**src/rtl/uart_pkg.sv**
```systemverilog
// ============================================================================
// uart_pkg : shared constants and state encoding for the UART TX arbiter
// Rev 1.0
// ============================================================================
`default_nettype none

package uart_pkg;

    localparam int BYTE_W = 8;

    typedef enum logic [2:0] {
        IDLE    = 3'd0,
        LOAD    = 3'd1,
        WAIT_HI = 3'd2,
        WAIT_LO = 3'd3,
        DONE    = 3'd4
    } arb_state_t;

endpackage

`default_nettype wire

```
**src/rtl/uart_tx_arbiter_rr_pick.sv**
```systemverilog
// ============================================================================
// rr_pick : combinational round-robin selector, first request after ptr
// Rev 1.0
// ============================================================================
`default_nettype none

module rr_pick #(
    parameter int N  = 4,
    parameter int IW = (N > 1) ? $clog2(N) : 1
) (
    input  logic [N-1:0]  req,
    input  logic [IW-1:0] ptr,
    output logic [N-1:0]  gnt,
    output logic [IW-1:0] idx,
    output logic          any
);

    always_comb begin
        gnt = '0;
        idx = '0;
        any = 1'b0;
        // Offsets 1..N visit ptr+1 first and ptr itself last
        for (int k = 1; k <= N; k++) begin
            if (!any && req[(int'(ptr) + k) % N]) begin
                any                       = 1'b1;
                gnt[(int'(ptr) + k) % N]  = 1'b1;
                idx                       = IW'((int'(ptr) + k) % N);
            end
        end
    end

endmodule

`default_nettype wire

```
**src/rtl/uart_tx_arbiter.sv**
```systemverilog
// ============================================================================
// uart_tx_arbiter : packet-level round-robin sharing of one UART transmitter
// Rev 1.0
// ============================================================================
`default_nettype none

module uart_tx_arbiter
    import uart_pkg::*;
#(
    parameter int N_REQ   = 4,
    parameter int BUSY_TO = 15
) (
    input  logic                  clk,
    input  logic                  rst,
    input  logic [N_REQ-1:0]      req_valid,
    input  logic [8*N_REQ-1:0]    req_data,
    input  logic [N_REQ-1:0]      req_last,
    output logic [N_REQ-1:0]      req_ready,
    output logic [N_REQ-1:0]      grant,
    output logic                  uart_trig,
    output logic [BYTE_W-1:0]     uart_tx_data,
    input  logic                  uart_tx_busy,
    output logic                  timeout_err
);

    localparam int IW = $clog2(N_REQ);
    localparam int CW = $clog2(BUSY_TO + 1);

    arb_state_t          r_state, w_state_nxt;
    logic [IW-1:0]       r_ptr, w_ptr_nxt;
    logic [IW-1:0]       r_gidx, w_gidx_nxt;
    logic                r_last, w_last_nxt;
    logic [CW-1:0]       r_cnt, w_cnt_nxt;
    logic [N_REQ-1:0]    w_grant_nxt, w_ready_nxt;
    logic                w_trig_nxt, w_tout_nxt;
    logic [BYTE_W-1:0]   w_data_nxt;

    logic [N_REQ-1:0]    w_pick_gnt;
    logic [IW-1:0]       w_pick_idx;
    logic                w_pick_any;
    logic [BYTE_W-1:0]   w_lane [N_REQ];

    generate
        for (genvar i = 0; i < N_REQ; i++) begin : g_lane
            assign w_lane[i] = req_data[i*BYTE_W +: BYTE_W];
        end
    endgenerate

    rr_pick #(
        .N  (N_REQ),
        .IW (IW)
    ) u_rr_pick (
        .req (req_valid),
        .ptr (r_ptr),
        .gnt (w_pick_gnt),
        .idx (w_pick_idx),
        .any (w_pick_any)
    );

    always_comb begin
        w_state_nxt = r_state;
        w_ptr_nxt   = r_ptr;
        w_gidx_nxt  = r_gidx;
        w_last_nxt  = r_last;
        w_cnt_nxt   = r_cnt;
        w_grant_nxt = grant;
        w_ready_nxt = '0;
        w_trig_nxt  = 1'b0;
        w_tout_nxt  = 1'b0;
        w_data_nxt  = uart_tx_data;

        unique case (r_state)
            IDLE: begin
                if (w_pick_any) begin
                    w_grant_nxt = w_pick_gnt;
                    w_gidx_nxt  = w_pick_idx;
                    w_state_nxt = LOAD;
                end
            end
            LOAD: begin
                // Owner gaps stall here indefinitely; grant is never revoked mid-packet
                if (req_valid[r_gidx] && !uart_tx_busy) begin
                    w_data_nxt  = w_lane[r_gidx];
                    w_last_nxt  = req_last[r_gidx];
                    w_ready_nxt = grant;
                    w_trig_nxt  = 1'b1;
                    w_cnt_nxt   = '0;
                    w_state_nxt = WAIT_HI;
                end
            end
            WAIT_HI: begin
                if (uart_tx_busy) begin
                    w_state_nxt = WAIT_LO;
                end else if (r_cnt == CW'(BUSY_TO - 1)) begin
                    w_tout_nxt  = 1'b1;
                    w_state_nxt = DONE;
                end else begin
                    w_cnt_nxt   = r_cnt + 1'b1;
                end
            end
            WAIT_LO: begin
                if (!uart_tx_busy) begin
                    w_state_nxt = DONE;
                end
            end
            DONE: begin
                if (r_last) begin
                    w_ptr_nxt   = r_gidx;
                    w_grant_nxt = '0;
                    w_state_nxt = IDLE;
                end else begin
                    w_state_nxt = LOAD;
                end
            end
            default: begin
                w_state_nxt = IDLE;
            end
        endcase
    end

    always_ff @(posedge clk or posedge rst) begin
        if (rst) begin
            r_state      <= IDLE;
            r_ptr        <= IW'(N_REQ - 1);
            r_gidx       <= '0;
            r_last       <= 1'b0;
            r_cnt        <= '0;
            grant        <= '0;
            req_ready    <= '0;
            uart_trig    <= 1'b0;
            timeout_err  <= 1'b0;
            uart_tx_data <= '0;
        end else begin
            r_state      <= w_state_nxt;
            r_ptr        <= w_ptr_nxt;
            r_gidx       <= w_gidx_nxt;
            r_last       <= w_last_nxt;
            r_cnt        <= w_cnt_nxt;
            grant        <= w_grant_nxt;
            req_ready    <= w_ready_nxt;
            uart_trig    <= w_trig_nxt;
            timeout_err  <= w_tout_nxt;
            uart_tx_data <= w_data_nxt;
        end
    end

endmodule

`default_nettype wire
```
**config.mk**
```make
export PLATFORM = sky130hd
export DESIGN_NAME = uart_tx_arbiter
export DESIGN_NICKNAME = d
export VERILOG_FILES = /design/src/rtl/uart_pkg.sv /design/src/rtl/uart_tx_arbiter_rr_pick.sv /design/src/rtl/uart_tx_arbiter.sv
export SDC_FILE = /design/constraint.sdc
export NUM_CORES = 1
export LEC_CHECK = 0
export BUFFER_PORTS_ARGS = -buffer_cell sky130_fd_sc_hd__buf_2
export CORE_MARGIN = 2
export CORE_UTILIZATION = 45
export DETAILED_ROUTE_END_ITERATION = 7
export PLACE_DENSITY = 0.8
export SYNTH_ARGS = -nofsm -noshare
export SYNTH_HDL_FRONTEND = slang
export SYNTH_SLANG_ARGS = --single-unit
```
**constraint.sdc**
```tcl
create_clock -name clk -period 3.33 [get_ports clk]
set_input_delay 0.1665 -clock clk [delete_from_list [all_inputs] [get_ports clk]]
set_output_delay 0.1665 -clock clk [all_outputs]
set_load 0.1 [all_outputs]
```
==> impl_results.md, run 1 <==
- DIE WIDTH: 70.45 um
- Synth Net Count: 255
- Post-Syn Instances: 202
- First-pass GRT wire length: 7631 um
- Total negative slack: 0 ns
- Post-CTS setup buffer count: 0
- Layout Skew: 0.003154 ns
- Hold bufs inserted after CTS: 0
- YS warnings: 0
- Worst setup path startpoint: r_ptr[0]
- Vias per cell: 5.656
- Commonest register cell after synthesis: dfrtp_1
- Clk_lat worst skew: 0.28 ns
- Port buffer count: 60
- Most used cell, CP: mux2i_1
- GRT Util Overall: 19.52%
- Final Util: 55.36%
- Synth-to-Final Area Change: 19.65%
- Hold WS: 0.1397 ns
- Drt wl/cell: 14.83 um
- FMAX: 350.3 MHz
- DRT iter0 DRCs: 122
- Via count: 1742
- Hold crit path type: primary input to asynchronous set/reset pin
- PD cells: 1018 mW/mm2
- CP Buf/Inv Count: 1
- Post-cts resize count: 0
- Max cap viols: 0
- CTS sink cnt: 30
- Worst path arrival time: 3.06 ns
- Root buf cell: clkbuf_8
- Max VDD drop: 0.4756 mV
- Setup Viol. Count Final: 0
- Fill cell count: 378
- # DRC: 0
- CORE AREA: 0.004294 mm2
- I/O pins: 61
- Final hold violations: 0
- Post-Synthesis Cell Area: 0.001987 mm2
- Clock Path Buffers: 2
- CP endpoint kind: flop
- Initial Utilization: 46.27%
- Global route overflow: 0
- Asr flop ratio synth: 100.0%
- Ant. Diodes: 0
- Relative slew slack: 23.94%
- Post-DP HPWL: 3352 um
- Design Area, Final: 0.002377 mm2
- Row count: 24
- Placer congestion estimate: 0.9245
- Reg2reg start: r_ptr[0]
- CP top delay family: compound AO/OA/AOI/OAI gates
- Leak pwr: 1.181 nW
- Final worst setup slack: 0.4750 ns
- Status: complete, no violations
- Share of layout cells above drive strength 1: 34.77%
- #FFs+latches synth: 30
- Max FO, Critical Path: 13
- RSZ-0062 raised after global routing: false
- Post-route ant nets: 0
- CTS Buf Count: 5
- Worst-Margin Slew: 1.131 ns
- Place WS: 0.5079 ns
- Seq/Total Area, Yosys: 37.91%
- Syn_area_per_cell: 9.836 um2
- Clk slew on worst S/H paths: 0.06 ns
- Period utilization: 85.74%
- First-pass iteration count of the detailed router: 4
- DP Cell Count: 300
- Die footprint: 0.004963 mm2
- Number of synthesized flops with an enable pin: 0
- CP max stage cell: dfstp_2
- Cell variety after synth: 48
- Wirelength, routed: 4567 um
- CTS tree: yes
- DIE HEIGHT: 70.45 um
- Fin. max-slew vios: 0
- Slowest Stage Delay on Critical Path: 0.67 ns
- Post-layout nets: 308
- Critical path class: flop to flop
- Critical path required time: 3.53 ns
- Total power draw: 2.420 mW
- DP Area: 0.002286 mm2
- Fin crit period: 2.855 ns
- Antenna violations before repair: 0
- Final Instance Count excl. Fillers: 308
- H-tree levels: 2
- Worst path cell trace: clkinv_1 > ha_1 > mux2i_1 > mux2i_1 > a211oi_1 > a22oi_1 > a21oi_1
- Largest net degree at the start of global routing: 29
- Crit start category: flop
- Number of global-route vias before repair: 1631
==> cell usage in the layout (no fill, tap or decap), types with 3 or more instances in the layout <==
cell	n
buf_2	60
nand2_1	37
dfrtp_1	28
a21oi_1	14
nor2_1	10
ha_1	10
inv_1	9
mux4_2	9
o21ai_0	7
clkbuf_8	6
mux2_2	5
and3_1	5
mux2i_1	4
a22oi_1	4
a221oi_1	4
a211oi_1	3
nor3_1	3
nor4_1	3
buf_4	3
==> synthesized netlist by cell type, types with 2 or more instances <==
library cell / instances / share of area (%)
a221oi_1: 4 / 1.8
dfstp_2: 2 / 2.6
mux2_2: 5 / 2.8
nor3_1: 3 / 0.76
inv_1: 9 / 1.7
a211oi_1: 3 / 1.1
nand4_1: 2 / 0.63
dfrtp_1: 28 / 35
nor2_1: 10 / 1.9
and3_1: 5 / 1.6
a22oi_1: 4 / 1.5
ha_1: 10 / 6.3
buf_2: 10 / 2.5
a21oi_1: 14 / 3.5
nand3_1: 2 / 0.50
nor4_1: 3 / 0.94
mux4_2: 9 / 10
mux2i_1: 4 / 2.0
xor2_1: 2 / 0.88
o21ai_0: 7 / 1.8
clkbuf_1: 3 / 0.57
nand2_1: 37 / 7.0
==> power by group <==
| part | switching, mW | leakage, nW | internal (mW) |
|---|---|---|---|
| Clock | 0.135 | 0.0482 | 0.166 |
| Combinational | 1.03 | 0.755 | 0.418 |
| Sequential | 0.164 | 0.378 | 0.508 |
| Total | 1.33 | 1.18 | 1.09 |
==> final cells by class <==
class                      count  area (um2)  share of cell area (%)
sequential                    30       753.2                   31.68
tap                           52       65.06                   2.737
inverter                      10       37.54                   1.579
multi-input combinational    145        1107                   46.58
clock buffer                   7       86.33                   3.632
clock inverter                 1       5.005                  0.2105
timing repair buffer          63       322.8                   13.58
==> registers in the layout (all words and copies together), names as in the netlist <==
signal / count
uart_tx_data: 8
grant: 4
r_cnt: 4
req_ready: 4
r_state: 3
r_gidx: 2
r_ptr: 2
r_last: 1
timeout_err: 1
uart_trig: 1
==> per-layer routing <==
| layer | vias up | share of wire (%) | GRT usage, % |
|---|---|---|---|
| li1 | 837 | - | - |
| met1 | 846 | 44 | 25.09 |
| met2 | 50 | 50 | 32.08 |
| met3 | 9 | 4.2 | 5.051 |
| met4 | 0 | 1.8 | 6.410 |
| met5 | - | 0 | 0 |
==> kinds of logic (layout without fill, tap and decap cells) <==
| group | Yosys count | after routing | share of synthesized area [%] |
|---|---|---|---|
| AND/OR/NAND/NOR | 72 | 72 | 18.14 |
| AO/OA/AOI/OAI | 42 | 42 | 14.04 |
| flip-flops | 30 | 30 | 37.91 |
| buffers and inverters | 27 | 81 | 6.360 |
| multiplexers | 19 | 19 | 16.37 |
| adder cells (fa/ha/maj) | 10 | 10 | 6.297 |
| XOR/XNOR | 2 | 2 | 0.8818 |
==> path summary, 6_finish.rpt <==
| kind | endpoint | slack (ns) | cells past startpoint |
|---|---|---|---|
| min in group clk | uart_tx_data[1] | 0.30 | 4 |
| hold / removal | uart_tx_data[2] | 0.14 | 2 |
| max in group asynchronous | r_cnt[3] | 2.56 | 3 |
| setup / recovery | grant[0] | 0.47 | 7 |
| hold reg to reg | uart_tx_data[2] | 0.47 | 2 |
| setup reg to reg | grant[0] | 0.47 | 7 |
==> worst reg2reg max path, stage by stage, from the launching register on <==
cell      delay, ns
dfstp_2        0.67
clkinv_1       0.31
ha_1           0.51
mux2i_1        0.33
mux2i_1        0.21
a211oi_1       0.46
a22oi_1        0.13
a21oi_1        0.16
(Power assumes the default switching activity.)
==> run 2, diff against run 1 <==
--- a/config.mk
+++ b/config.mk
@@ -6,10 +6,12 @@
 export NUM_CORES = 1
 export LEC_CHECK = 0
 export BUFFER_PORTS_ARGS = -buffer_cell sky130_fd_sc_hd__buf_2
+export CELL_PAD_IN_SITES_DETAIL_PLACEMENT = 2
+export CELL_PAD_IN_SITES_GLOBAL_PLACEMENT = 2
 export CORE_MARGIN = 2
-export CORE_UTILIZATION = 45
+export CORE_UTILIZATION = 31
 export DETAILED_ROUTE_END_ITERATION = 7
-export PLACE_DENSITY = 0.8
+export PLACE_DENSITY = 0.89
 export SYNTH_ARGS = -nofsm -noshare
 export SYNTH_HDL_FRONTEND = slang
 export SYNTH_SLANG_ARGS = --single-unit
==> run 2 against run 1 <==
Effect of this change: first-iteration DRC count is 19% lower; critical path depth stayed put; register-to-register slack worse by 0.10 ns; count of clock-buffer cells in the layout is 2 lower; sequential share of layout area is 0.35 points lower; utilization is 17 points lower; final cell count is 8.1% higher; global-route usage is 1.4 points lower; routed wire length is 34% higher; clock skew is 0.0017 ns lower; die area is 42% higher; combinational power is 3% higher; critical path type unchanged.
==> impl_results.md, run 2 (synthesized netlist as in run 1, its figures left out) <==
- PD cells: 1024 mW/mm2
- # DRC: 0
- Ant. Diodes: 0
- Max layer used: met4
- Total power draw: 2.460 mW
- Post-CTS setup buffer count: 0
- GRT Util Overall: 18.13%
- Number of flip-flops in the largest register: 8
- Wirelength, routed: 6127 um
- Port buffer count: 60
- Most common cell after layout, fill and taps aside: buf_2
- Post-cts resize count: 0
- CTS tree: yes
- Relative slew slack: 28.89%
- CTS Buf Count: 5
- Worst-Margin Slew: 1.065 ns
- CTS sink cnt: 30
- Worst path arrival time: 3.16 ns
- Number of global-route vias before repair: 1978
- FMAX: 338.4 MHz
- Most frequent cells in the layout: 60 x buf_2, 37 x nand2_1, 28 x dfrtp_1
- Critical path class: flop to flop
- Vias per cell: 5.429
- Die footprint: 0.007066 mm2
- Hold bufs inserted after CTS: 0
- Leak pwr: 1.182 nW
- CORE AREA: 0.006277 mm2
- CP endpoint kind: flop
- Max VDD drop: 0.8107 mV
- Placer congestion estimate: 0.9196
- I/O pins: 61
- DIE HEIGHT: 84.06 um
- RSZ-0062 raised after global routing: false
- Register bank with the most flops: uart_tx_data
- Hold crit path type: primary input to asynchronous set/reset pin
- Via count: 1808
- Crit start category: flop
- H-tree levels: 2
- Row count: 29
- Setup Viol. Count Final: 0
- Status: complete, no violations
- Final Util: 38.29%
- Clk slew on worst S/H paths: 0.06 ns
- Root buf cell: clkbuf_8
- First-pass iteration count of the detailed router: 4
- Largest net degree at the start of global routing: 29
- Fin. max-slew vios: 0
- Share of layout cells above drive strength 1: 35.16%
- Drt wl/cell: 18.40 um
- Max FO, Critical Path: 13
- Period utilization: 88.75%
- Final hold violations: 0
- Layout Skew: 0.001449 ns
- Clk_lat worst skew: 0.28 ns
- M1 WL: 2527 um
- Post-route ant nets: 0
- DIE WIDTH: 84.06 um
- Post-DP HPWL: 4690 um
- Critical path required time: 3.54 ns
- Synth-to-Final Area Change: 20.97%
- Global route overflow: 0
- Max cap viols: 0
- Initial Utilization: 31.65%
- DRT iter0 DRCs: 99
- Total negative slack: 0 ns
- Fin crit period: 2.955 ns
- WL met3: 135 um
- Clock Path Buffers: 2
- First-pass GRT wire length: 10160 um
- Post-layout nets: 309
- Antenna violations before repair: 0
- WL met2: 3358 um
## run 2: metal layers
metal | GRT usage [%] | vias up
met5 | 0 | -
met3 | 2.275 | 11
met2 | 33.26 | 34
met4 | 6.158 | 0
li1 | - | 840
met1 | 21.63 | 923
## run 2: cell type report
| cell class | count | area (um2) |
|---|---|---|
| Fill cell | 721 | 3874 |
| Multi-Input combinational cell | 145 | 1107 |
| Sequential cell | 30 | 753.2 |
| Timing Repair Buffer | 64 | 330.3 |
| Tap cell | 77 | 96.34 |
| Clock buffer | 5 | 68.82 |
| Inverter | 10 | 37.54 |
| Clock inverter | 2 | 10.01 |
## run 2: where the power goes
group / switching, mW / total, mW / internal (mW)
sequential: 0.181 / 0.689 / 0.508
combinational: 1.07 / 1.50 / 0.426
clock: 0.136 / 0.276 / 0.140
## run 2: critical path: stages, from the launching register on
cell and delay (ns):
dfstp_2 0.67, clkinv_1 0.33, ha_1 0.53, mux2i_1 0.30
mux2i_1 0.22, a211oi_1 0.51, a22oi_1 0.15, a21oi_1 0.16
## run 2: final timing paths
path	start	to	slack, ns	depth (start not counted)
max reg2reg	r_ptr[0]	grant[0]	0.37	7
max	r_ptr[0]	grant[0]	0.37	7
min in group clk	req_data[6]	uart_tx_data[6]	0.30	4
min reg2reg	uart_tx_data[2]	uart_tx_data[2]	0.47	2
max in group asynchronous	rst	r_state[0]	2.54	3
min	rst	uart_tx_data[4]	0.15	2
## run 2: through the flow
stage               hold slack [ns]  setup slack [ns]  area [um2]  cells
floorplan                    0.2558            0.7399        1987    202
global placement             0.4544            0.5777        2325    326
detailed placement           0.4615            0.3865        2325    326
CTS                          0.1813            0.3702        2404    333
global route                 0.2407           0.05389        2404    333
finish                       0.1455            0.3747        2404    333
==> run 3, diff against run 2 <==
--- a/config.mk
+++ b/config.mk
@@ -9,9 +9,11 @@
 export CELL_PAD_IN_SITES_DETAIL_PLACEMENT = 2
 export CELL_PAD_IN_SITES_GLOBAL_PLACEMENT = 2
 export CORE_MARGIN = 2
-export CORE_UTILIZATION = 31
+export CORE_UTILIZATION = 32
 export DETAILED_ROUTE_END_ITERATION = 7
-export PLACE_DENSITY = 0.89
+export GPL_ROUTABILITY_DRIVEN = 1
+export PLACE_DENSITY = 0.88
 export SYNTH_ARGS = -nofsm -noshare
 export SYNTH_HDL_FRONTEND = slang
+export SYNTH_HIERARCHICAL = 1
 export SYNTH_SLANG_ARGS = --single-unit
==> run 3 against run 2 <==
Effect of this change: sequential cell count is the same; worst hold slack improved by 0.075 ns; routed wire length up 21%; sequential power is 2% higher; die area grew 7.3%; highest routed layer unchanged; critical endpoint is now grant[2]; largest cell class unchanged; power grew 11%; largest power group unchanged; worst setup slack better by 0.050 ns.
==> impl_results.md, run 3 <==
- Placer congestion estimate: 0.8463
- Max VDD drop: 0.2661 mV
- Synth area leaders: dfrtp_1 32%, mux4_2 10%, ha_1 5.7%, mux2_2 4.1%, mux2_4 3.4%
- DIE WIDTH: 87.08 um
- Hold crit path type: primary input to flop
- Worst-Margin Slew: 0.7048 ns
- Port buffer count: 60
- Final hold violations: 0
- Critical path class: flop to flop
- Commonest cells post-synth: 28 x dfrtp_1, 15 x inv_1, 14 x nand2_1
- First-pass iteration count of the detailed router: 4
- GRT Util Overall: 21.29%
- FMAX: 344.3 MHz
- Commonest register cell after synthesis: dfrtp_1
- CORE AREA: 0.006719 mm2
- Syn_area_per_cell: 10.32 um2
- Root buf cell: clkbuf_8
- Initial Utilization: 32.87%
- Hold WS: 0.2204 ns
- Clk_lat worst skew: 0.30 ns
- RSZ-0062 raised after global routing: false
- Number of global-route vias before repair: 2286
- Max FO, Critical Path: 11
- Synth Net Count: 267
- Die footprint: 0.007582 mm2
- Max cap viols: 0
- Row count: 30
- Post-Syn Instances: 214
- Vias per cell: 5.667
- Largest net degree at the start of global routing: 21
- Via count: 1989
- Worst path arrival time: 3.05 ns
- First-pass GRT wire length: 12250 um
- Fin crit period: 2.905 ns
- Post-layout nets: 323
- Critical path required time: 3.48 ns
- Top-area cell type share of the netlist area: 31.73%
- YS warnings: 6
- Synth-to-Final Area Change: 19.32%
- Post-cts resize count: 0
- H-tree levels: 2
- Status: complete, no violations
- Post-DP HPWL: 5508 um
- Most frequent cells in the layout: 60 x buf_2, 28 x dfrtp_1, 15 x inv_1
- Asr flop ratio synth: 100.0%
- Clock Path Buffers: 2
- PD cells: 1033 mW/mm2
- Share of layout cells above drive strength 1: 36.16%
- CP endpoint kind: flop
- CTS sink cnt: 30
- Wirelength, routed: 7442 um
- Yosys top cell by area: dfrtp_1
- Fill cell count: 745
- Most common cell after layout, fill and taps aside: buf_2
- Crit start category: flop
- Global route overflow: 0
- Period utilization: 87.23%
- Register bank with the most flops: uart_tx_data
- Seq/Total Area, Yosys: 34.11%
- I/O pins: 61
- Fin. max-slew vios: 0
- CTS tree: yes
- Setup Viol. Count Final: 0
- Relative slew slack: 53.01%
- Leak pwr: 1.215 nW
- Clk slew on worst S/H paths: 0.07 ns
- Number of synthesized flops with an enable pin: 0
- Drt wl/cell: 21.20 um
- CTS Buf Count: 5
- # DRC: 0
- Post-Synthesis Cell Area: 0.002208 mm2
- Layout Skew: 0.007503 ns
- Post-route ant nets: 0
- Antenna violations before repair: 0
- Cell variety after synth: 44
- #FFs+latches synth: 30
- Ant. Diodes: 0
- DRT iter0 DRCs: 178
- Total negative slack: 0 ns
- Number of flip-flops in the largest register: 8
- DIE HEIGHT: 87.08 um
- Top-count cell post-synth: dfrtp_1
-- run 3: cell types whose count changed in the layout (fill, tap and decap cells not counted), moves of 5 or more --
cell / delta
and2_1: +5
mux2_4: +5
o31ai_1: +5
a31oi_1: +11
a21oi_1: -7
inv_1: +6
o21ai_1: +7
nand2_1: -23
nor2b_1: +5
-- run 3: path summary, 6_finish.rpt --
check	from	end	slack, ns	cells after the start
max	r_ptr[1]	grant[2]	0.43	8
min in group asynchronous	rst	req_ready[3]	0.40	3
max in group asynchronous	rst	r_ptr[1]	2.25	4
min reg2reg	uart_tx_data[2]	uart_tx_data[2]	0.50	1
min	uart_tx_busy	r_state[1]	0.22	3
max reg2reg	r_ptr[1]	grant[2]	0.43	8
-- run 3: logic make-up (layout without fill, tap and decap cells) --
group                    Yosys count  count (layout)  synth area share [%]
flip-flops                        30              30                 34.11
buffers and inverters             30              87                 7.138
AO/OA/AOI/OAI                     51              51                 16.15
multiplexers                      30              30                 21.64
AND/OR/NAND/NOR                   63              63                 15.30
adder cells (fa/ha/maj)           10              10                 5.666
-- run 3: repair_timing --
item / CTS / global route
setup buffers: 0 / 0
hold buffers: 1 / 0
hold endpoints to repair: 11 / 0
-- run 3: layer usage --
layer	part of all wire [%]	GRT usage [%]	up-vias	wire length (um)
met2	55	39.90	50	4124
li1	-	-	904	-
met5	0	0	-	0
met4	3.6	8.949	0	270
met3	2.9	3.886	20	218
met1	38	23.20	1015	2828
-- run 3: metrics by stage --
| step | setup slack, ns | utilization (%) | instance area, um2 | std cells | total power, mW |
|---|---|---|---|---|---|
| 2_1_floorplan | 0.5952 | - | 2208 | 214 | 2.030 |
| 3_3_place_gp | 0.7112 | 37.65 | 2530 | 342 | 2.282 |
| 3_5_place_dp | 0.5193 | 37.65 | 2530 | 342 | 2.381 |
| 4_1_cts | 0.4394 | 39.22 | 2635 | 351 | 2.739 |
| 5_1_grt | 0.2473 | 39.22 | 2635 | 351 | 2.886 |
| 6_report | 0.4252 | 39.22 | 2635 | 351 | 2.722 |
-- run 3: final cells by class --
cell class	count	area, um2	area share, %
multi-input combinational	154	1297	49.24
sequential	30	753.2	28.58
timing repair buffer	64	332.8	12.63
tap	80	100.1	3.799
clock buffer	6	82.58	3.134
inverter	15	56.30	2.137
clock inverter	2	12.51	0.4748
-- run 3: critical path, stage by stage, from the launching register on --
cell and delay [ns]:
dfstp_2 0.66, inv_1 0.19, ha_1 0.55, inv_1 0.23
a31oi_1 0.39, o31ai_1 0.13, a2111o_1 0.36, a31oi_1 0.13
o21ai_1 0.12
-- run 3: report_power, final --
group | switching, mW | internal (mW) | total, mW | leakage [nW]
combinational | 1.16 | 0.538 | 1.70 | 0.790
sequential | 0.186 | 0.516 | 0.702 | 0.377
clock | 0.157 | 0.166 | 0.323 | 0.0472
total | 1.50 | 1.22 | 2.72 | 1.21
